==> config.mk <==
export PLATFORM = sky130hd
export DESIGN_NAME = bcd_serial_adder_ctrl
export DESIGN_NICKNAME = d
export VERILOG_FILES = /design/src/rtl/bcd_pkg.sv /design/src/rtl/bcd_serial_adder_ctrl_digit_add.sv /design/src/rtl/bcd_serial_adder_ctrl.sv
export SDC_FILE = /design/constraint.sdc
export NUM_CORES = 1
export LEC_CHECK = 0
export CAP_MARGIN = 20
export CORE_ASPECT_RATIO = 1.1
export CORE_MARGIN = 2
export CORE_UTILIZATION = 40
export DETAILED_ROUTE_END_ITERATION = 16
export GPL_TIMING_DRIVEN = 0
export REMOVE_ABC_BUFFERS = 1
export SYNTH_ARGS = -nofsm -noshare
export SYNTH_HDL_FRONTEND = slang
export SYNTH_SLANG_ARGS = --single-unit
==> constraint.sdc <==
create_clock -name clk -period 6.05 [get_ports clk]
set_clock_uncertainty 0.1 [all_clocks]
set_input_delay 1.5125 -clock clk [delete_from_list [all_inputs] [get_ports clk]]
set_output_delay 1.5125 -clock clk [all_outputs]
set_load 0.05 [all_outputs]
==> src/rtl/bcd_pkg.sv <==
// Shared types and constants for the serial packed-BCD adder.
package bcd_pkg;

  localparam logic [3:0] BCD_MAX  = 4'd9;
  localparam logic [3:0] BCD_CORR = 4'd6;

  typedef logic [3:0] bcd_digit_t;

  typedef enum logic [1:0] {
    IDLE = 2'd0,
    ADD  = 2'd1,
    DONE = 2'd2
  } ctrl_state_t;

  function automatic logic is_bcd_digit(input bcd_digit_t d);
    return (d <= BCD_MAX);
  endfunction

endpackage

==> src/rtl/bcd_serial_adder_ctrl_digit_add.sv <==
// Single-digit BCD add stage: da + db + ci with decimal correction.
module bcd_digit_add
  import bcd_pkg::*;
(
  input  bcd_digit_t da,
  input  bcd_digit_t db,
  input  logic       ci,
  output bcd_digit_t digit,
  output logic       co
);

  logic [4:0] t_s;

  // Binary sum, then add 6 when it exceeds nine to wrap into the next decade
  always_comb begin
    t_s = {1'b0, da} + {1'b0, db} + {4'b0000, ci};
    if (t_s > {1'b0, BCD_MAX}) begin
      digit = t_s[3:0] + BCD_CORR;
      co    = 1'b1;
    end else begin
      digit = t_s[3:0];
      co    = 1'b0;
    end
  end

endmodule

==> src/rtl/bcd_serial_adder_ctrl.sv <==
// Digit-serial packed-BCD adder controller, LSD first, one digit per clock.
// Optional macro BCD_INVALID_CHECK_EN adds a sticky non-BCD input flag output.
module bcd_serial_adder_ctrl
  import bcd_pkg::*;
#(
  parameter int NDIGITS = 4
) (
  input  logic                 clk,
  input  logic                 rst,
  input  logic                 start,
  input  logic [4*NDIGITS-1:0] a,
  input  logic [4*NDIGITS-1:0] b,
  input  logic                 cin,
  output logic                 busy,
  output logic                 done,
  output logic [4*NDIGITS-1:0] sum,
  output logic                 cout
`ifdef BCD_INVALID_CHECK_EN
  ,
  output logic                 invalid
`endif
);

  localparam int W     = 4 * NDIGITS;
  localparam int CNT_W = $clog2(NDIGITS) + 1;
  localparam int DW    = 4;
  localparam logic [CNT_W-1:0] LAST_CNT = CNT_W'(NDIGITS - 1);

  ctrl_state_t      state_q, state_d;
  logic [W-1:0]     a_sr_q, a_sr_d;
  logic [W-1:0]     b_sr_q, b_sr_d;
  logic [W-1:0]     sum_sr_q, sum_sr_d;
  logic             carry_q, carry_d;
  logic [CNT_W-1:0] cnt_q, cnt_d;
  logic [W-1:0]     sum_q, sum_d;
  logic             cout_q, cout_d;
  logic             busy_q, busy_d;
  logic             done_q, done_d;

  bcd_digit_t       digit_s;
  logic             co_s;

  bcd_digit_add u_digit_add (
    .da    (a_sr_q[3:0]),
    .db    (b_sr_q[3:0]),
    .ci    (carry_q),
    .digit (digit_s),
    .co    (co_s)
  );

  // FSM state register
  always_ff @(posedge clk) begin
    if (rst) begin
      state_q <= IDLE;
    end else begin
      state_q <= state_d;
    end
  end

  // Next-state, datapath and output-register next values
  always_comb begin
    state_d  = state_q;
    a_sr_d   = a_sr_q;
    b_sr_d   = b_sr_q;
    sum_sr_d = sum_sr_q;
    carry_d  = carry_q;
    cnt_d    = cnt_q;
    sum_d    = sum_q;
    cout_d   = cout_q;

    case (state_q)
      IDLE: begin
        if (start) begin
          state_d  = ADD;
          a_sr_d   = a;
          b_sr_d   = b;
          carry_d  = cin;
          cnt_d    = '0;
          sum_sr_d = '0;
        end else begin
          state_d = IDLE;
        end
      end
      ADD: begin
        // New digit enters at the top so the LSD ends up in [3:0] after NDIGITS shifts
        a_sr_d   = a_sr_q >> DW;
        b_sr_d   = b_sr_q >> DW;
        sum_sr_d = (sum_sr_q >> DW) | (W'(digit_s) << (W - DW));
        carry_d  = co_s;
        cnt_d    = cnt_q + 1'b1;
        if (cnt_q == LAST_CNT) begin
          state_d = DONE;
          sum_d   = sum_sr_d;
          cout_d  = co_s;
        end else begin
          state_d = ADD;
        end
      end
      DONE: begin
        state_d = IDLE;
      end
      default: begin
        state_d = IDLE;
      end
    endcase

    busy_d = (state_d != IDLE);
    done_d = (state_d == DONE);
  end

  // Datapath and output registers
  always_ff @(posedge clk) begin
    if (rst) begin
      a_sr_q   <= '0;
      b_sr_q   <= '0;
      sum_sr_q <= '0;
      carry_q  <= 1'b0;
      cnt_q    <= '0;
      sum_q    <= '0;
      cout_q   <= 1'b0;
      busy_q   <= 1'b0;
      done_q   <= 1'b0;
    end else begin
      a_sr_q   <= a_sr_d;
      b_sr_q   <= b_sr_d;
      sum_sr_q <= sum_sr_d;
      carry_q  <= carry_d;
      cnt_q    <= cnt_d;
      sum_q    <= sum_d;
      cout_q   <= cout_d;
      busy_q   <= busy_d;
      done_q   <= done_d;
    end
  end

  assign busy = busy_q;
  assign done = done_q;
  assign sum  = sum_q;
  assign cout = cout_q;

`ifdef BCD_INVALID_CHECK_EN
  logic inv_sticky_q, inv_sticky_d;
  logic invalid_q, invalid_d;

  // Sticky non-BCD detect over the operation, published with the result
  always_comb begin
    inv_sticky_d = inv_sticky_q;
    invalid_d    = invalid_q;
    if ((state_q == IDLE) && start) begin
      inv_sticky_d = 1'b0;
    end else if (state_q == ADD) begin
      inv_sticky_d = inv_sticky_q | ~is_bcd_digit(a_sr_q[3:0]) | ~is_bcd_digit(b_sr_q[3:0]);
      if (cnt_q == LAST_CNT) begin
        invalid_d = inv_sticky_d;
      end else begin
        invalid_d = invalid_q;
      end
    end else begin
      inv_sticky_d = inv_sticky_q;
    end
  end

  // Invalid-flag registers
  always_ff @(posedge clk) begin
    if (rst) begin
      inv_sticky_q <= 1'b0;
      invalid_q    <= 1'b0;
    end else begin
      inv_sticky_q <= inv_sticky_d;
      invalid_q    <= invalid_d;
    end
  end

  assign invalid = invalid_q;
`endif

endmodule
**Yosys cells after proc, flatten, opt, wreduce, memory -nomap -nowiden**

Cells that the tools add are included.

- $add $sub $neg: 4
- Magnitude comparators: 1
- Eq/ne operators: 4
- Multiplexer cells: 15
- Bitwise logic cells: 1
- Reduce and logical (&&, ||, !) cells: 5

Operator list:

| cell | count |
|---|---|
| 16-bit case mux with 2 select lines | 3 |
| 16-bit two-way mux | 3 |
| 12-bit by 16-bit OR with 16-bit output | 1 |
| 3-bit case mux with 2 select lines | 1 |
| 4-bit by 4-bit adder with 5-bit output | 1 |
| 5-bit by 1-bit adder with 5-bit output | 1 |
| 5-bit by 4-bit greater-than comparator with 1-bit output, second input constant | 1 |
| 4-bit by 3-bit adder with 4-bit output, second input constant | 1 |
| 4-bit two-way mux | 1 |
| 2-bit case mux with 2 select lines | 1 |
| 2-bit AND reduction | 2 |
| 2-bit nonzero test | 2 |
| 3-bit by 1-bit adder with 3-bit output, second input constant | 1 |
| 3-bit by 2-bit equality test with 1-bit output, second input constant | 1 |
| 1-bit two-way mux | 3 |
| 3-bit two-way mux | 1 |
| 2-bit by 1-bit equality test with 1-bit output, second input constant | 1 |
| 2-bit equality test, second input constant | 1 |
| 2-bit zero test | 1 |
| 2-bit two-way mux | 1 |
| 2-bit != test, second input constant | 1 |
| 1-bit case mux with 2 select lines | 1 |

- Register bits after elaboration: 73
- Bits of input ports: 36
- Output and inout port bits: 19
- Logic and storage cells: 40

**Logic depth before layout (Yosys ltp)**

Gate-level depths: netlist (run 1).

- Depth after elaboration: 6
- Mapped depth: 10
- Mapped depth without buffers: 9

**By module**

A second synthesis (run 1) with hierarchy kept.

- Cells, all modules: 283
- Area, all modules: 3260.6 um^2

By module, submodules not included:

| module | instances | cells an instance | area an instance (um^2) | sequential area each (um^2) |
|---|---|---|---|---|
| bcd_serial_adder_ctrl | 1 | 261 | 3049.2 | 1381.3 |
| bcd_digit_add | 1 | 22 | 211.5 | 0.0 |

**Worst setup path before layout (run 1)**

OpenSTA, ideal clock, no wires.

- Kind: register to register
- Start point: reg a_sr_q[0]
- End point: reg sum_q[14], in the netlist sum[14]
- Library setup time: 0.120 ns
- Data arrival time: 2.557 ns
- Required time: 5.830 ns
- Setup slack: 3.273 ns
- Cell stages (with the launch flop): 10
- Path buffers: 1
- Clock period less this slack: 2.777 ns
- Cells stage by stage: dfxtp_1 > fa_1 > fa_1 > buf_2 > inv_1 > ha_1 > nor2b_1 > a31o_2 > o31a_2 > a211o_1

- Cells in the longest elaborated chain, start to end: 5
- Elaborated cells on any way between the ends: 6
- Those cells by class: add/sub: 3; order compare: 1; mux: 1; bitwise: 1

Ends and longest elaborated chain:

| element | RTL line | RTL |
|---|---|---|
| start, declared | bcd_serial_adder_ctrl.sv:30 | `logic [W-1:0] a_sr_q, a_sr_d;` |
| start signal, assigned | bcd_serial_adder_ctrl.sv:124 | `a_sr_q <= a_sr_d;` |
| 4-bit by 4-bit adder with 5-bit output (*) | bcd_serial_adder_ctrl_digit_add.sv:16 | `t_s = {1'b0, da} + {1'b0, db} + {4'b0000, ci};` |
| 5-bit by 1-bit adder with 5-bit output (*) | bcd_serial_adder_ctrl_digit_add.sv:16 |  |
| 4-bit by 3-bit adder with 4-bit output or 5-bit by 4-bit greater-than comparator with 1-bit output (tied branches) | bcd_serial_adder_ctrl_digit_add.sv:18, bcd_serial_adder_ctrl_digit_add.sv:17 |  |
| 4-bit two-way mux (*) | bcd_serial_adder_ctrl_digit_add.sv:17 | `if (t_s > {1'b0, BCD_MAX}) begin` |
| 12-bit by 16-bit OR with 16-bit output (*) | bcd_serial_adder_ctrl.sv:88 | `sum_sr_d = (sum_sr_q >> DW) \| (W'(digit_s) << (W - DW));` |
| end signal, assigned | bcd_serial_adder_ctrl.sv:129 | `sum_q <= sum_d;` |
| end, declared | bcd_serial_adder_ctrl.sv:35 | `logic [W-1:0] sum_q, sum_d;` |

Mark *: on every way between the ends. The rest lies on a longest branch, timed or not.
A chain may end at the register's enable or synchronous reset.

**Worst setup path in the final report (run 1)**

- Start point: reg sum_q[15], in the netlist sum[15]
- End point: out sum[15]

RTL lines:

| element | RTL line | RTL |
|---|---|---|
| end, declared | bcd_serial_adder_ctrl.sv:16 | `output logic [4*NDIGITS-1:0] sum,` |

No word-level cell between the ends.

==> results.py, run 1 <==
metrics = {
    "floorplanning": {
        "coreArea_um2": 7010,
        "ioPinCount": 55,
        "start_util": 0.411,
        "die_w_um": 84.9,
        "die_y_um": 93.0,
        "core.rowCount": 32,
        "dieArea_um2": 7900,
    },
    "timing": {
        "slew_headroom": 0.391,
        "finalCritPeriodShare": 0.512,
        "tns_ns": 0,
        "drv_slew": 0,
        "timing.fmax_mhz": 323,
        "setup_viol": 0,
        "worst_pin_slew_ns": 0.911,
        "hold_viol": 0,
        "rsz0062_at_grt": "false",
        "fin_crit_ns": 3.10,
    },
    "routing": {
        "vias_per_cell": 5.21,
        "final_antenna_net_count": 0,
        "wl_per_cell_um": 12.5,
        "num_vias": 2465,
        "drt_iter0_markers": 77,
        "first_pass_iters": 4,
        "drc": 0,
        "routed_wl_mm": 5.90,
    },
    "yosys": {
        "avgSynthCellArea_um2": 8.38,
        "ys_seq_elements": 69,
        "async_flop_share": 0,
        "synthTopCellsByArea": "dfxtp_1 48%, nand2_1 9.4%, nor2_1 7.4%, a311oi_1 6.7%, a22oi_1 5.0%",
        "synth_edf_count": 0,
        "yosysUniqueCellTypes": 43,
        "synthCells": 344,
        "netlist_area_um2": 2880,
        "netlist.top_cell.by_area": "dfxtp_1",
        "ys_seq_area_frac": 0.479,
        "synth_top_area_frac": 0.479,
        "ys.flop_type": "dfxtp_1",
        "ys_warn_count": 0,
    },
    "worst_setup_path": {
        "crit_chain": "clkdlybuf4s50_1",
        "end_kind": "primary output",
        "cpMaxStageDelayCell": "clkdlybuf4s50_1",
        "cp.arrival_ns": 1.49,
        "crit_family": "buffers and inverters",
        "worstSetupPathDepth": 1,
        "worstReg2RegStart": "a_sr_q[0]$_SDFFE_PP0P_",
        "worstRegToRegCells": 9,
        "r2r-end": "sum_sr_q[14]$_SDFFE_PP0P_",
        "crit_start": "sum[15]$_SDFFE_PP0P_",
        "cp_max_fo": 2,
        "worstPathRequired_ns": 4.44,
        "cpPeakStageDelay_ns": 0.81,
        "r2r_setup_slack_ns": 3.06,
        "worst-path-buf-inv": 1,
        "cp-start-kind": "register",
        "crit_end": "sum[15]",
        "worstSetupPathType": "register to primary output",
    },
    "final_layout": {
        "fin_nets": 427,
        "fin_area_um2": 3670,
        "final_layout_size_suffix_gt1_frac": 0.0747,
        "stdcell_count": 473,
        "fill_cells": 697,
        "final-seq-area_um2": 1380,
        "insertedDiodeCount": 0,
        "multi_input_area_um2": 1370,
        "synthToLayoutAreaGrowth_pct": 27.3,
    },
    "clocking": {
        "clock_latency_ns": 0.33,
        "hold_buffers": 0,
        "cts_buffers": 9,
        "cts_root_buffer": "clkbuf_8",
        "clockBufferDepth": 2,
        "postCtsSetupBuffers": 0,
        "cts_tree": "done",
        "h-tree-depth": 3,
        "cts_num_sinks": 69,
        "clk_pin_slew_worst_paths_ns": 0.07,
        "ctsResizeCount": 0,
    },
    "pwr": {
        "p_seq_frac": 0.475,
        "power_density_nw_per_um2": 283,
        "peakVddDrop_mv": 0.126,
        "sw_frac_of_total": 0.262,
        "p_sw_w": 0.000272,
        "pwr-share-clk": 0.367,
        "p_comb_frac": 0.158,
        "power_leakage_nw": 1.36,
        "total_power_w": 0.00104,
        "p_int_w": 0.000767,
    },
    "grt": {
        "grt_max_degree": 47,
        "grt.total_usage": 0.159,
        "antenna_found_initial": 0,
        "grt_pass1_wl_mm": 10.2,
        "gr-total-overflow": 0,
        "grt_pass1_vias": 2303,
    },
    "placement": {
        "placed_cells": 456,
        "portBuffers": 54,
        "place_hpwl_mm": 3.78,
        "gp_congestion": 0.718,
        "placed_area_um2": 3440,
    },
    "flow_run": {
        "max-cap-violations": 0,
    },
    "status": {
        "status": "complete, no violations",
    },
    "worst_hold_path": {
        "min_path_type": "register to register",
        "hold_depth": 2,
    },
}
## layout by cell type (no fill, tap or decap), drive strengths merged, types with 2 or more instances in the layout
cell type / n
clkdlybuf4s50: 53
clkinv: 2
clkbuf: 11
a22oi: 19
inv: 5
a21oi: 21
clkinvlp: 2
nor3: 3
nor3b: 4
nor2b: 3
nand2: 72
or2: 2
o31ai: 2
o21ai: 2
nand3b: 2
nor2: 57
dfxtp: 69
ha: 6
a311oi: 22
a211oi: 4
buf: 4
a21o: 2
fa: 2
## state kept, by name (all words and copies together), names as in the netlist
| signal | count |
|---|---|
| sum_sr_q | 12 |
| done | 1 |
| state_q | 2 |
| busy | 1 |
| b_sr_q | 16 |
| a_sr_q | 16 |
| sum | 16 |
| cnt_q | 3 |
| cout | 1 |
| carry_q | 1 |
## power groups by stage
stage	clock, W	combinational, W	sequential, W
after floorplan	0	0.000103	0.000503
after CTS	0.000391	0.000165	0.000494
after global routing	0.000411	0.000187	0.000497
after detailed placement	0	0.000164	0.000504
final	0.000381	0.000164	0.000494
after global placement	0	0.000161	0.000503
## layout make-up
class	instances	share of cell area
sequential	69	0.377
timing repair buffer	57	0.160
clock inverter	5	0.0160
inverter	5	0.00512
tap	85	0.0290
multi-input combinational	241	0.372
clock buffer	11	0.0413
## synth_stat cells (all sizes together), types with 2 or more instances
cell type	count
a211oi	4
a21o	2
a21oi	21
a22oi	19
a311oi	22
buf	11
clkbuf	18
dfxtp	69
fa	2
ha	6
inv	5
nand2	72
nand3b	2
nor2	57
nor2b	3
nor3	3
nor3b	4
o21ai	2
o31ai	2
or2	2
## cell families (layout without fill, tap and decap cells)
group / after synthesis / after routing / share of synthesized area
AND/OR/NAND/NOR: 150 / 150 / 0.219
AO/OA/AOI/OAI: 81 / 81 / 0.205
flip-flops: 69 / 69 / 0.479
buffers and inverters: 34 / 78 / 0.0504
adder cells (fa/ha/maj): 8 / 8 / 0.0399
XOR/XNOR: 1 / 1 / 0.00304
multiplexers: 1 / 1 / 0.00347
## worst min path at each step
stage,startpoint,endpoint,slack (ns)
after floorplan,sum_sr_q[4]$_SDFFE_PP0P_,sum[0]$_SDFFE_PP0P_,0.33
after global placement,sum[2]$_SDFFE_PP0P_,sum[2]$_SDFFE_PP0P_,0.34
after detailed placement,sum_sr_q[7]$_SDFFE_PP0P_,sum[3]$_SDFFE_PP0P_,0.34
after CTS,sum_sr_q[7]$_SDFFE_PP0P_,sum[3]$_SDFFE_PP0P_,0.36
after global routing,sum[1]$_SDFFE_PP0P_,sum[1]$_SDFFE_PP0P_,0.37
final,sum[6]$_SDFFE_PP0P_,sum[6]$_SDFFE_PP0P_,0.35
## through the flow
stage          setup WS, ns   util  hold WS, ns
3_3_place_gp           1.37  0.486        0.342
2_1_floorplan          2.57      -        0.325
3_5_place_dp           2.64  0.491        0.344
4_1_cts                2.93  0.521        0.357
5_1_grt                2.75  0.523        0.372
6_report               2.95  0.523        0.353
## per-layer routing
layer,share of wire,GRT usage,vias to the layer above
met2,0.47,0.276,69
met4,0.013,0.0714,0
li1,-,-,1274
met5,0,0,-
met1,0.46,0.189,1114
met3,0.051,0.0335,8
(Power assumes the default switching activity.)
==> run 2: changes to the inputs <==
==> constraint.sdc (replaced) <==
create_clock -name clk -period 3.2 [get_ports clk]
set_clock_uncertainty 0.1 [all_clocks]
set_input_delay 0.8 -clock clk [delete_from_list [all_inputs] [get_ports clk]]
set_output_delay 0.8 -clock clk [all_outputs]
set_load 0.05 [all_outputs]
==> results of run 2 <==
Same layout as run 1 (identical final DEF). Status: complete, no violations.
Among the figures that moved: setup slack after placement 2.64 ns -> 0.217 ns; setup slack after layout 2.95 ns -> 0.215 ns; start point of the critical path sum[15]$_SDFFE_PP0P_ -> a_sr_q[0]$_SDFFE_PP0P_; end point of the critical path sum[15] -> sum_sr_q[14]$_SDFFE_PP0P_; register-to-register setup slack 3.06 ns -> 0.21 ns; total power 0.00104 W -> 0.00196 W; worst IR drop on VDD 0.126 mV -> 0.237 mV
==> run 3: changes to the inputs <==
--- a/config.mk
+++ b/config.mk
@@ -14,4 +14,5 @@
 export REMOVE_ABC_BUFFERS = 1
 export SYNTH_ARGS = -nofsm -noshare
 export SYNTH_HDL_FRONTEND = slang
+export SYNTH_HIERARCHICAL = 1
 export SYNTH_SLANG_ARGS = --single-unit
==> constraint.sdc (replaced) <==
create_clock -name clk -period 3.05 [get_ports clk]
set_clock_uncertainty 0.1 [all_clocks]
set_input_delay 0.7625 -clock clk [delete_from_list [all_inputs] [get_ports clk]]
set_output_delay 0.7625 -clock clk [all_outputs]
set_load 0.05 [all_outputs]
==> run 3 against run 2 <==
Effect of this change: routed wire length grew 8.2%; via count shrank 8.2%; clock power grew 2%; register-to-register slack lost 0.05 ns; critical path type unchanged; largest power group unchanged; highest routed layer unchanged.
==> results.py, run 3 <==
metrics = {
    "status": {
        "status": "complete, no violations",
    },
    "timing": {
        "drv_slew": 0,
        "rsz0062_at_grt": "false",
        "worst_pin_slew_ns": 0.896,
        "setup_viol": 0,
        "slew_headroom": 0.401,
        "finalCritPeriodShare": 0.946,
        "timing.fmax_mhz": 347,
        "fin_crit_ns": 2.89,
        "hold_viol": 0,
    },
    "worst_setup_path": {
        "cp_max_fo": 4,
        "path_common_cell": "fa_1",
        "cp-start-kind": "register",
        "cp.arrival_ns": 3.06,
        "worstSetupPathType": "register to register",
        "crit_family": "adder cells",
        "cpPeakStageDelay_ns": 0.46,
        "worstReg2RegStart": "a_sr_q[0]$_SDFFE_PP0P_",
        "crit_chain": "fa_1 -> fa_1 -> xnor2_1 -> ha_1 -> a31o_1 -> o31ai_4 -> mux2i_1 -> nand2b_1 -> o22ai_1",
        "worstPathRequired_ns": 3.22,
        "worst-path-buf-inv": 0,
        "cpMaxStageDelayCell": "fa_1",
        "end_kind": "register",
        "crit_start": "a_sr_q[0]$_SDFFE_PP0P_",
    },
    "clocking": {
        "clk_pin_slew_worst_paths_ns": 0.07,
        "postCtsSetupBuffers": 0,
        "clock_latency_ns": 0.34,
        "h-tree-depth": 3,
        "cts_tree": "done",
        "ctsResizeCount": 0,
        "cts_root_buffer": "clkbuf_8",
        "cts_buffers": 9,
        "hold_buffers": 0,
        "cts_num_sinks": 69,
        "clockBufferDepth": 2,
    },
    "grt": {
        "antenna_found_initial": 0,
        "grt_pass1_wl_mm": 10.6,
        "grt.total_usage": 0.149,
        "grt_max_degree": 40,
        "gr-total-overflow": 0,
        "grt_pass1_vias": 2171,
    },
    "yosys": {
        "ys.flop_type": "dfxtp_1",
        "synth_edf_count": 0,
        "netlist.top_cell.by_area": "dfxtp_1",
        "synth_top_area_frac": 0.424,
        "synthTopCellsByArea": "dfxtp_1 42%, mux2i_1 13%, nand2b_1 12%, o32ai_2 8.5%, o22ai_1 2.5%",
        "ys_seq_area_frac": 0.424,
        "netlist_area_um2": 3260,
        "yosysUniqueCellTypes": 39,
        "avgSynthCellArea_um2": 11.5,
        "yosys-top-cells-count": "69 x dfxtp_1, 61 x nand2b_1, 43 x mux2i_1, 17 x o32ai_2, 13 x o22ai_1",
        "synthCells": 283,
        "async_flop_share": 0,
        "ys_warn_count": 6,
        "ys_seq_elements": 69,
        "synth_most_common_cell": "dfxtp_1",
    },
    "routing": {
        "drc": 0,
        "drt_iter0_markers": 110,
        "final_antenna_net_count": 0,
        "wl_per_cell_um": 14.4,
        "first_pass_iters": 4,
        "num_vias": 2264,
        "routed_wl_mm": 6.39,
        "vias_per_cell": 5.11,
    },
    "floorplanning": {
        "die_w_um": 90.1,
        "coreArea_um2": 7910,
        "ioPinCount": 55,
        "core.rowCount": 34,
        "dieArea_um2": 8890,
        "die_y_um": 98.7,
        "start_util": 0.412,
    },
    "flow_run": {
        "max-cap-violations": 0,
    },
    "pwr": {
        "power_leakage_nw": 1.51,
        "power_density_nw_per_um2": 499,
        "peakVddDrop_mv": 0.204,
    },
    "final_layout": {
        "synthToLayoutAreaGrowth_pct": 25.2,
        "final_layout_size_suffix_gt1_frac": 0.149,
        "finish.utilization": 0.516,
        "fin_area_um2": 4080,
        "fin_nets": 374,
        "layout_commonest_cell": "dfxtp_1",
        "final_cell_mix": "68 x dfxtp_1, 61 x nand2b_1, 53 x clkdlybuf4s50_1",
        "insertedDiodeCount": 0,
    },
    "worst_hold_path": {
        "min_path_type": "register to register",
        "hold_start": "sum[4]$_SDFFE_PP0P_",
    },
    "placement": {
        "portBuffers": 54,
        "gp_congestion": 0.702,
        "place_hpwl_mm": 4.19,
        "placed_area_um2": 3870,
    },
}
run 3: final timing paths:
check | to | slack (ns) | cells after the start
worst max register to register | sum_sr_q[14]$_SDFFE_PP0P_ | 0.16 | 9
worst max-delay path | sum_sr_q[14]$_SDFFE_PP0P_ | 0.16 | 9
worst min-delay path | sum[4]$_SDFFE_PP0P_ | 0.38 | 2
worst min register to register | sum[4]$_SDFFE_PP0P_ | 0.38 | 2
run 3: logic make-up after synthesis:
logic type	synth area share
and+or+nand+nor	0.150
DFF	0.424
AOI/OAI and AO/OA	0.197
muxes	0.132
buffers and inverters	0.0564
adders and majority gates	0.0353
xor gates and xnor gates	0.00537
run 3: layout make-up:
cell class,count,area (um^2)
fill,734,3830
multi-input combinational,187,1700
sequential,69,1380
timing repair buffer,59,658
clock buffer,12,145
tap,108,135
clock inverter,4,47.5
inverter,4,15.0
run 3: metrics by stage:
step | TNS, ns | setup slack (ns) | total power [W] | hold slack [ns] | instances
2_1_floorplan | 0 | 0.252 | 0.00120 | 0.360 | 260
6_report | 0 | 0.164 | 0.00204 | 0.375 | 443
3_5_place_dp | 0 | 0.149 | 0.00132 | 0.364 | 426
5_1_grt | 0 | 0.00874 | 0.00214 | 0.402 | 443
4_1_cts | 0 | 0.129 | 0.00206 | 0.379 | 442
3_3_place_gp | -58.78 | -1.28 | 0.00131 | 0.361 | 422
run 3: power breakdown:
group          switching [W]  leakage [nW]  total (W)  internal [W]
logic               0.000167         0.847   0.000338      0.000171
registers          0.0000241         0.563   0.000967      0.000943
clock network       0.000334        0.0964   0.000732      0.000398
run 3: worst min-delay path, cell delays in order (launching register included):
cell and delay (ns):
dfxtp_1 0.31, nand2b_1 0.06, mux2i_1 0.06
run 3: metal layers:
metal / GRT usage / wire length, um / vias up
li1: - / - / 1146
met1: 0.202 / 3150 / 1059
met2: 0.227 / 2820 / 50
met3: 0.0344 / 298 / 9
met4: 0.0675 / 119 / 0
met5: 0 / 0 / -
